File: config.mk
export PLATFORM = sky130hd
export DESIGN_NAME = flip_scan_controller
export DESIGN_NICKNAME = d
export VERILOG_FILES = /design/src/rtl/flip_scan_controller.sv
export SDC_FILE = /design/constraint.sdc
export NUM_CORES = 1
export LEC_CHECK = 0
export CORE_MARGIN = 2
export CORE_UTILIZATION = 45
export DETAILED_ROUTE_END_ITERATION = 7
export GPL_ROUTABILITY_DRIVEN = 1
export GPL_TIMING_DRIVEN = 0
export PLACE_DENSITY = 0.75
export SLEW_MARGIN = 10
export SYNTH_ARGS = -nofsm -noshare
export SYNTH_HDL_FRONTEND = slang
export SYNTH_SLANG_ARGS = --single-unit
File: constraint.sdc
create_clock -name clk -period 6.6 [get_ports clk]
set_clock_uncertainty 0.2 [all_clocks]
set_input_delay 0.99 -clock clk [delete_from_list [all_inputs] [get_ports clk]]
set_output_delay 0.99 -clock clk [all_outputs]
set_load 0.1 [all_outputs]
File: src/rtl/flip_scan_controller.sv
// rtl/flip_scan_controller.sv - row scan sequencer deciding per-row flip and patch need
module flip_scan_controller #(
    parameter  int N  = 16,
    parameter  int M  = 16,
    localparam int AW = $clog2(M),
    localparam int CW = $clog2(N + 1),
    localparam int TW = $clog2(M * N + 1)
) (
    input  logic          clk,
    input  logic          rst_n,
    input  logic          start,
    output logic          busy,
    output logic          done,
    output logic          rd_en,
    output logic [AW-1:0] rd_addr,
    input  logic [N-1:0]  rd_data,
    input  logic [N-1:0]  rd_mask,
    input  logic [N-1:0]  rd_stuck,
    output logic [M-1:0]  flip,
    output logic [M-1:0]  patch_need,
    output logic [TW-1:0] err_total
);

    typedef enum logic [1:0] {S_IDLE, S_ISSUE, S_DRAIN, S_DONE} state_t;

    localparam logic [AW-1:0] LAST_ADDR = AW'(M - 1);

    state_t        state_q, state_d;
    logic [AW-1:0] addr_q, addr_d;
    logic          pend_q;
    logic [AW-1:0] pend_addr_q;
    logic [M-1:0]  flip_q, flip_d;
    logic [M-1:0]  patch_q, patch_d;
    logic [TW-1:0] err_q, err_d;

    logic          accept;
    logic [N-1:0]  conf;
    logic [CW-1:0] c0, c1, m_cnt, res;

    // A start landing on the DONE cycle is taken too, so scans can run back to back.
    assign accept = start && ((state_q == S_IDLE) || (state_q == S_DONE));

    always_ff @(posedge clk or negedge rst_n) begin
        if (!rst_n) begin
            state_q <= S_IDLE;
        end else begin
            state_q <= state_d;
        end
    end

    always_comb begin
        state_d = state_q;
        case (state_q)
            S_IDLE:  if (start) state_d = S_ISSUE;
            S_ISSUE: if (addr_q == LAST_ADDR) state_d = S_DRAIN;
            S_DRAIN: state_d = S_DONE;
            S_DONE:  state_d = start ? S_ISSUE : S_IDLE;
            default: state_d = S_IDLE;
        endcase
    end

    always_comb begin
        busy  = (state_q != S_IDLE);
        rd_en = (state_q == S_ISSUE);
        done  = (state_q == S_DONE);
    end

    // Conflicts if stored as-is (c0) versus inverted (c1) for the row returned this cycle.
    always_comb begin
        conf  = (rd_data ^ rd_stuck) & rd_mask;
        c0    = '0;
        m_cnt = '0;
        for (int i = 0; i < N; i++) begin
            c0    = c0 + CW'(conf[i]);
            m_cnt = m_cnt + CW'(rd_mask[i]);
        end
        c1  = m_cnt - c0;
        res = (c0 > c1) ? c1 : c0;
    end

    always_comb begin
        addr_d  = addr_q;
        flip_d  = flip_q;
        patch_d = patch_q;
        err_d   = err_q;
        if (accept) begin
            addr_d  = '0;
            flip_d  = '0;
            patch_d = '0;
            err_d   = '0;
        end else begin
            if ((state_q == S_ISSUE) && (addr_q != LAST_ADDR)) begin
                addr_d = addr_q + AW'(1);
            end
            if (pend_q) begin
                flip_d[pend_addr_q]  = (c0 > c1);
                patch_d[pend_addr_q] = (res != '0);
                err_d                = err_q + TW'(res);
            end
        end
    end

    always_ff @(posedge clk or negedge rst_n) begin
        if (!rst_n) begin
            addr_q      <= '0;
            pend_q      <= 1'b0;
            pend_addr_q <= '0;
            flip_q      <= '0;
            patch_q     <= '0;
            err_q       <= '0;
        end else begin
            addr_q      <= addr_d;
            pend_q      <= (state_q == S_ISSUE);
            pend_addr_q <= addr_q;
            flip_q      <= flip_d;
            patch_q     <= patch_d;
            err_q       <= err_d;
        end
    end

    assign rd_addr    = addr_q;
    assign flip       = flip_q;
    assign patch_need = patch_q;
    assign err_total  = err_q;

endmodule
---- After elaboration in Yosys (flattened, before gate mapping) ----
Index checks and enable logic that the tools add are counted.
W data, S select, Z words.
cells by class
  $add $sub $neg .......................... 33
  reductions and logical operators ........ 10
  order comparisons ....................... 3
  equal/unequal tests ..................... 7
  muxes and demuxes ....................... 17
  bitwise logic cells ..................... 2
operators by type and width
  operator               number
  $add A5 B1 Y5          22
  $mux W16               4
  $bwmux W16             2
  $mux W9                2
  $and A16 B16 Y16       1
  $xor A16 B16 Y16       1
  $add A4 B1 Y5          2
  $add A9 B5 Y9          1
  $add A3 B1 Y4          2
  $mux W4                2
  $pmux W2 S4            1
  $add A2 B1 Y3          2
  $reduce_bool A2 Y1     3
  $gt A5 B5 Y1           1
  $lt A4 B5 Y1 const B   1
  $mux W5                1
  $reduce_bool A5 Y1     1
  $sub A5 B5 Y5          1
  $add A1 B1 Y2          2
  $add A4 B1 Y4 const B  1
  $demux W1 S4           1
  $eq A2 B2 Y1 const B   2
  $eq A4 B4 Y1 const B   1
  $ge A4 B1 Y1 const B   1
  10 further kinds       14
storage, ports and cells
  input port bits ......................... 51
  flip-flop bits (word level) ............. 52
  word-level logic and storage cells ...... 79

---- Depth between registers and ports, before layout ----
  word-level depth ........................ 24
  depth in mapped cells ................... 40

---- Worst setup path before layout ----
No wires, ideal clock.
  path kind ............................... input-to-reg
  start point ............................. input port rd_data[11]
  end point ............................... register err_q[8], in the netlist err_total[8]
  data arrival time ....................... 10.113 ns
  required time ........................... 6.322 ns
  slack ................................... -3.791 ns
  stages on the path ...................... 38
  cells stage by stage .................... xor2_1 nand2_1 fa_1 inv_1 fa_1 inv_1 fa_1 inv_1 fa_1 ha_1 ha_1 fa_1 fa_1 fa_1 fa_1 inv_1 ha_1 fa_1 [2 not listed] xnor3_1 inv_1 ha_1 and3_1 a32oi_1 clkbuf_1 clkbuf_1 nand2_1 o21ai_0 ha_1 inv_1 fa_1 nor2b_1 o21ai_0 a21boi_0 o21ai_0 or3_1 a21oi_1
between the ends
  longest elaborated chain between the ends .. 13
RTL lines
  what                             RTL line  RTL
  from (decl)                      16        input logic [N-1:0] rd_data,
  $xor A16 B16 Y16 (*)             70        conf = (rd_data ^ rd_stuck) & rd_mask;
  $and A16 B16 Y16 (*)             70
  $add A5 B1 Y5 (*) (5 in series)  74        c0 = c0 + CW'(conf[i]);
  $sub A5 B5 Y5                    77        c1 = m_cnt - c0;
  $gt A5 B5 Y1                     78        res = (c0 > c1) ? c1 : c0;
  $mux W5 (*)                      78
  $add A9 B5 Y9 (*)                98        err_d = err_q + TW'(res);
  $mux W9 (*)                      95        if (pend_q) begin
  $mux W9 (*)                      86        if (accept) begin
  to (signal assigned)             117       err_q <= err_d;
  to (decl)                        34        logic [TW-1:0] err_q, err_d;
Every way passes the cells marked *; elsewhere a longest branch is shown, timed or not. The select of a mux whose other input is x is not followed.
A chain may end at the register's enable or synchronous reset.

---- Worst setup path in the final report ----
  start point ............................. input port rd_data[9]
  end point ............................... register err_q[8], in the netlist err_total[8]
between the ends
  longest elaborated chain between the ends .. 15
RTL lines
  what                             RTL line
  $xor A16 B16 Y16 (*)             70
  $and A16 B16 Y16 (*)             70
  $add A5 B1 Y5 (*) (7 in series)  74
  $sub A5 B5 Y5                    77
  $gt A5 B5 Y1                     78
  $mux W5 (*)                      78
  $add A9 B5 Y9 (*)                98
  $mux W9 (*)                      95
  $mux W9 (*)                      86
Marks and branches as above.

==> flow_summary.toml <==
[synth]
synth_area_sq_um = 3770
yosys.area.top_type = "dfrtp_1"
synthCells = 399
async_flop_share = 1.00
synth_edf_count = 0
synth_cell_type_count = 38
ys_seq_elements = 52
synth-seq-area-share = 0.345
yosysWarnings = 0
ys.flop_type = "dfrtp_1"
syn_nets = 505
avgSynthCellArea_sq_um = 9.46
synth_area_leaders = "dfrtp_1, fa_1, ha_1"
netlist.area_leader.share = 0.345

[sta]
tightest_slew_ns = 0.996
fin_crit_ns = 9.70
max_slew_margin = 0.334
report.final.setup_viol = 41
finalMaxSlewViolations = 0
finalHoldViolCount = 0
rsz0062_at_grt = "yes"
fin_ws_ns = -3.10
period_share = 1.47
max_freq_mhz = 103

[clock_network]
clk_latency_ns = 0.30
cts_hold_buf = 0
clk_pin_slew_ns = 0.10
h-tree-depth = 2
cts_inserted_buffers = 5
cts_tree = "done"
root_buffer = "clkbuf_8"
ctsLongestPathBuffers = 2
cts_sinks = 52

[place]
globalplace.congestion = 0.813
dpl.hpwl_um = 7010
port_buffers = 98
placed_cell_area_sq_um = 4960
place_ws_ns = -4.09

[route]
drtIter0Drc = 100
viasPerCell = 5.17
wirelength_um = 9430
ant_nets = 0
via_count = 3294
wl_per_cell_um = 14.8
dr.pass1.iters = 4
drcViolationCount = 0

[worst_setup_path]
critPathMostFrequentCell = "fa_1"
r2r_cells = 5
crit_arrival_ns = 9.74
path_max_fanout = 4
crit_slowest_cell = "fa_1"
slowest_delay_ns = 0.53
critPathCaptureType = "flip-flop"
worstSetupStartpointType = "primary input"
worst-setup-path-type = "in2reg"
required_ns = 6.64

[finish]
stdcell_area_sq_um = 5500
regArea_sq_um = 1300
nNetsFinal = 637
syn2layout_area_growth_pct = 45.7
insertedDiodeCount = 0
layout-drive-gt1-share = 0.186
n_fill_cell = 643
final_util = 0.673
multi_input_area_sq_um = 2510

[grt]
track_usage = 0.204
grt_pass1_vias = 3204
overflow = 0
grt_pass1_wl_um = 14700
grt_max_degree = 30
antenna_found_initial = 0

[run_status]
violations = "negative setup slack"
status = "finished, violations left"

[floorplan]
die_w_um = 95.6
start_util = 0.462
ios = 99
std_cell_rows = 33
die_h_um = 95.6
core_region_area_sq_um = 8180
die_area_sq_um = 9140

[hold_path]
hp-class = "reg2reg"
holdPathStages = 0

[flow_run]
maxCapViolations = 0
[layer usage]
layer  GRT usage  part of all wire  vias to the layer above
met4      0.0500             0.013                        0
met3      0.0253             0.036                       12
met1       0.257              0.41                     1611
li1            -                 -                     1576
met2       0.371              0.54                       95
met5           0                 0                        -
[sequential cells by signal, indices dropped and copies added (netlist names)]
| name | cells |
|---|---|
| err_total | 9 |
| state_q | 2 |
| pend_q | 1 |
| patch_need | 16 |
| rd_addr | 4 |
| pend_addr_q | 4 |
| flip | 16 |
[cell usage after synthesis (2+ instances only)]
master	number
nor2_1	42
xor2_1	16
nor3b_1	2
or3_1	2
nand2_1	47
and2_1	3
a21o_1	3
xnor2_1	12
inv_1	51
nand3b_1	5
clkbuf_1	9
o31ai_1	6
mux2i_1	16
a21oi_1	16
o22ai_1	9
dfrtp_1	52
fa_1	22
nand3_1	9
a211oi_1	2
nand2b_1	6
ha_1	33
o21ai_0	14
a21boi_0	3
nor2b_1	5
[timing repair]
item                                   4_1_cts  5_1_grt
buffers inserted                            17       12
gates cloned                                 1        0
resized for setup                           74       42
endpoints found under the hold margin        0        0
setup endpoints to repair                   41       41
pin swaps                                   49       25
[worst paths after layout]
path	startpoint	slack (ns)	endpoint
min reg2reg	rd_addr[3]	0.28	pend_addr_q[3]
max reg2reg	state_q[0]	4.20	patch_need[8]
min in group asynchronous	rst_n	0.47	state_q[0]
min	rd_addr[3]	0.28	pend_addr_q[3]
max	rd_data[9]	-3.10	err_total[8]
max in group asynchronous	rst_n	5.18	flip[5]
[area by class of cell]
cell class / instances / area share
Clock buffer: 7 / 0.0157
Multi-Input combinational cell: 285 / 0.457
Sequential cell: 52 / 0.237
Timing Repair Buffer: 126 / 0.218
Inverter: 51 / 0.0348
Clock inverter: 1 / 0.00136
Tap cell: 105 / 0.0239
Buffer: 10 / 0.0127
[logic make-up (layout without fill, tap and decap cells)]
kind of cell | after synthesis | after routing | share of synthesized area
adder cells (fa/ha/maj) | 55 | 55 | 0.226
AO/OA/AOI/OAI | 59 | 59 | 0.0994
buffers and inverters | 62 | 195 | 0.0636
AND/OR/NAND/NOR | 125 | 125 | 0.150
multiplexers | 17 | 17 | 0.0454
flip-flops | 52 | 52 | 0.345
XOR/XNOR | 29 | 29 | 0.0709
[worst max-delay path, delay by kind of cell]
family | cells | cell delay (ns)
buf+inv | 7 | 0.77
fa+ha+maj | 15 | 5.81
simple gates | 5 | 0.74
compound gates | 9 | 1.11
xor+xnor | 2 | 0.34
[per-stage QoR]
step	TNS (ns)	std cells	hold slack (ns)
after CTS	-92.92	629	0.281
after global routing	-107.27	637	0.310
final	-96.21	637	0.275
after global placement	-119.40	602	0.249
after floorplan	-82.78	399	0.385
after detailed placement	-123.12	603	0.248
[cell usage in the layout, fill, tap and decap left out, types with 8 or more instances in the layout]
cell and instances:
a21oi_1 9, buf_4 18, buf_6 12, clkbuf_1 8
clkdlybuf4s50_1 70, dfrtp_1 52, dlygate4sd2_1 18, fa_1 20
ha_1 26, inv_1 47, mux2i_1 15, nand2_1 44
nand3_1 9, nor2_1 41, o21ai_0 8, o22ai_2 10
xnor2_1 10, xor2_1 16
Power is not shown: default switching activity piles up to over one toggle a cycle in this logic, so the estimate is an artifact.
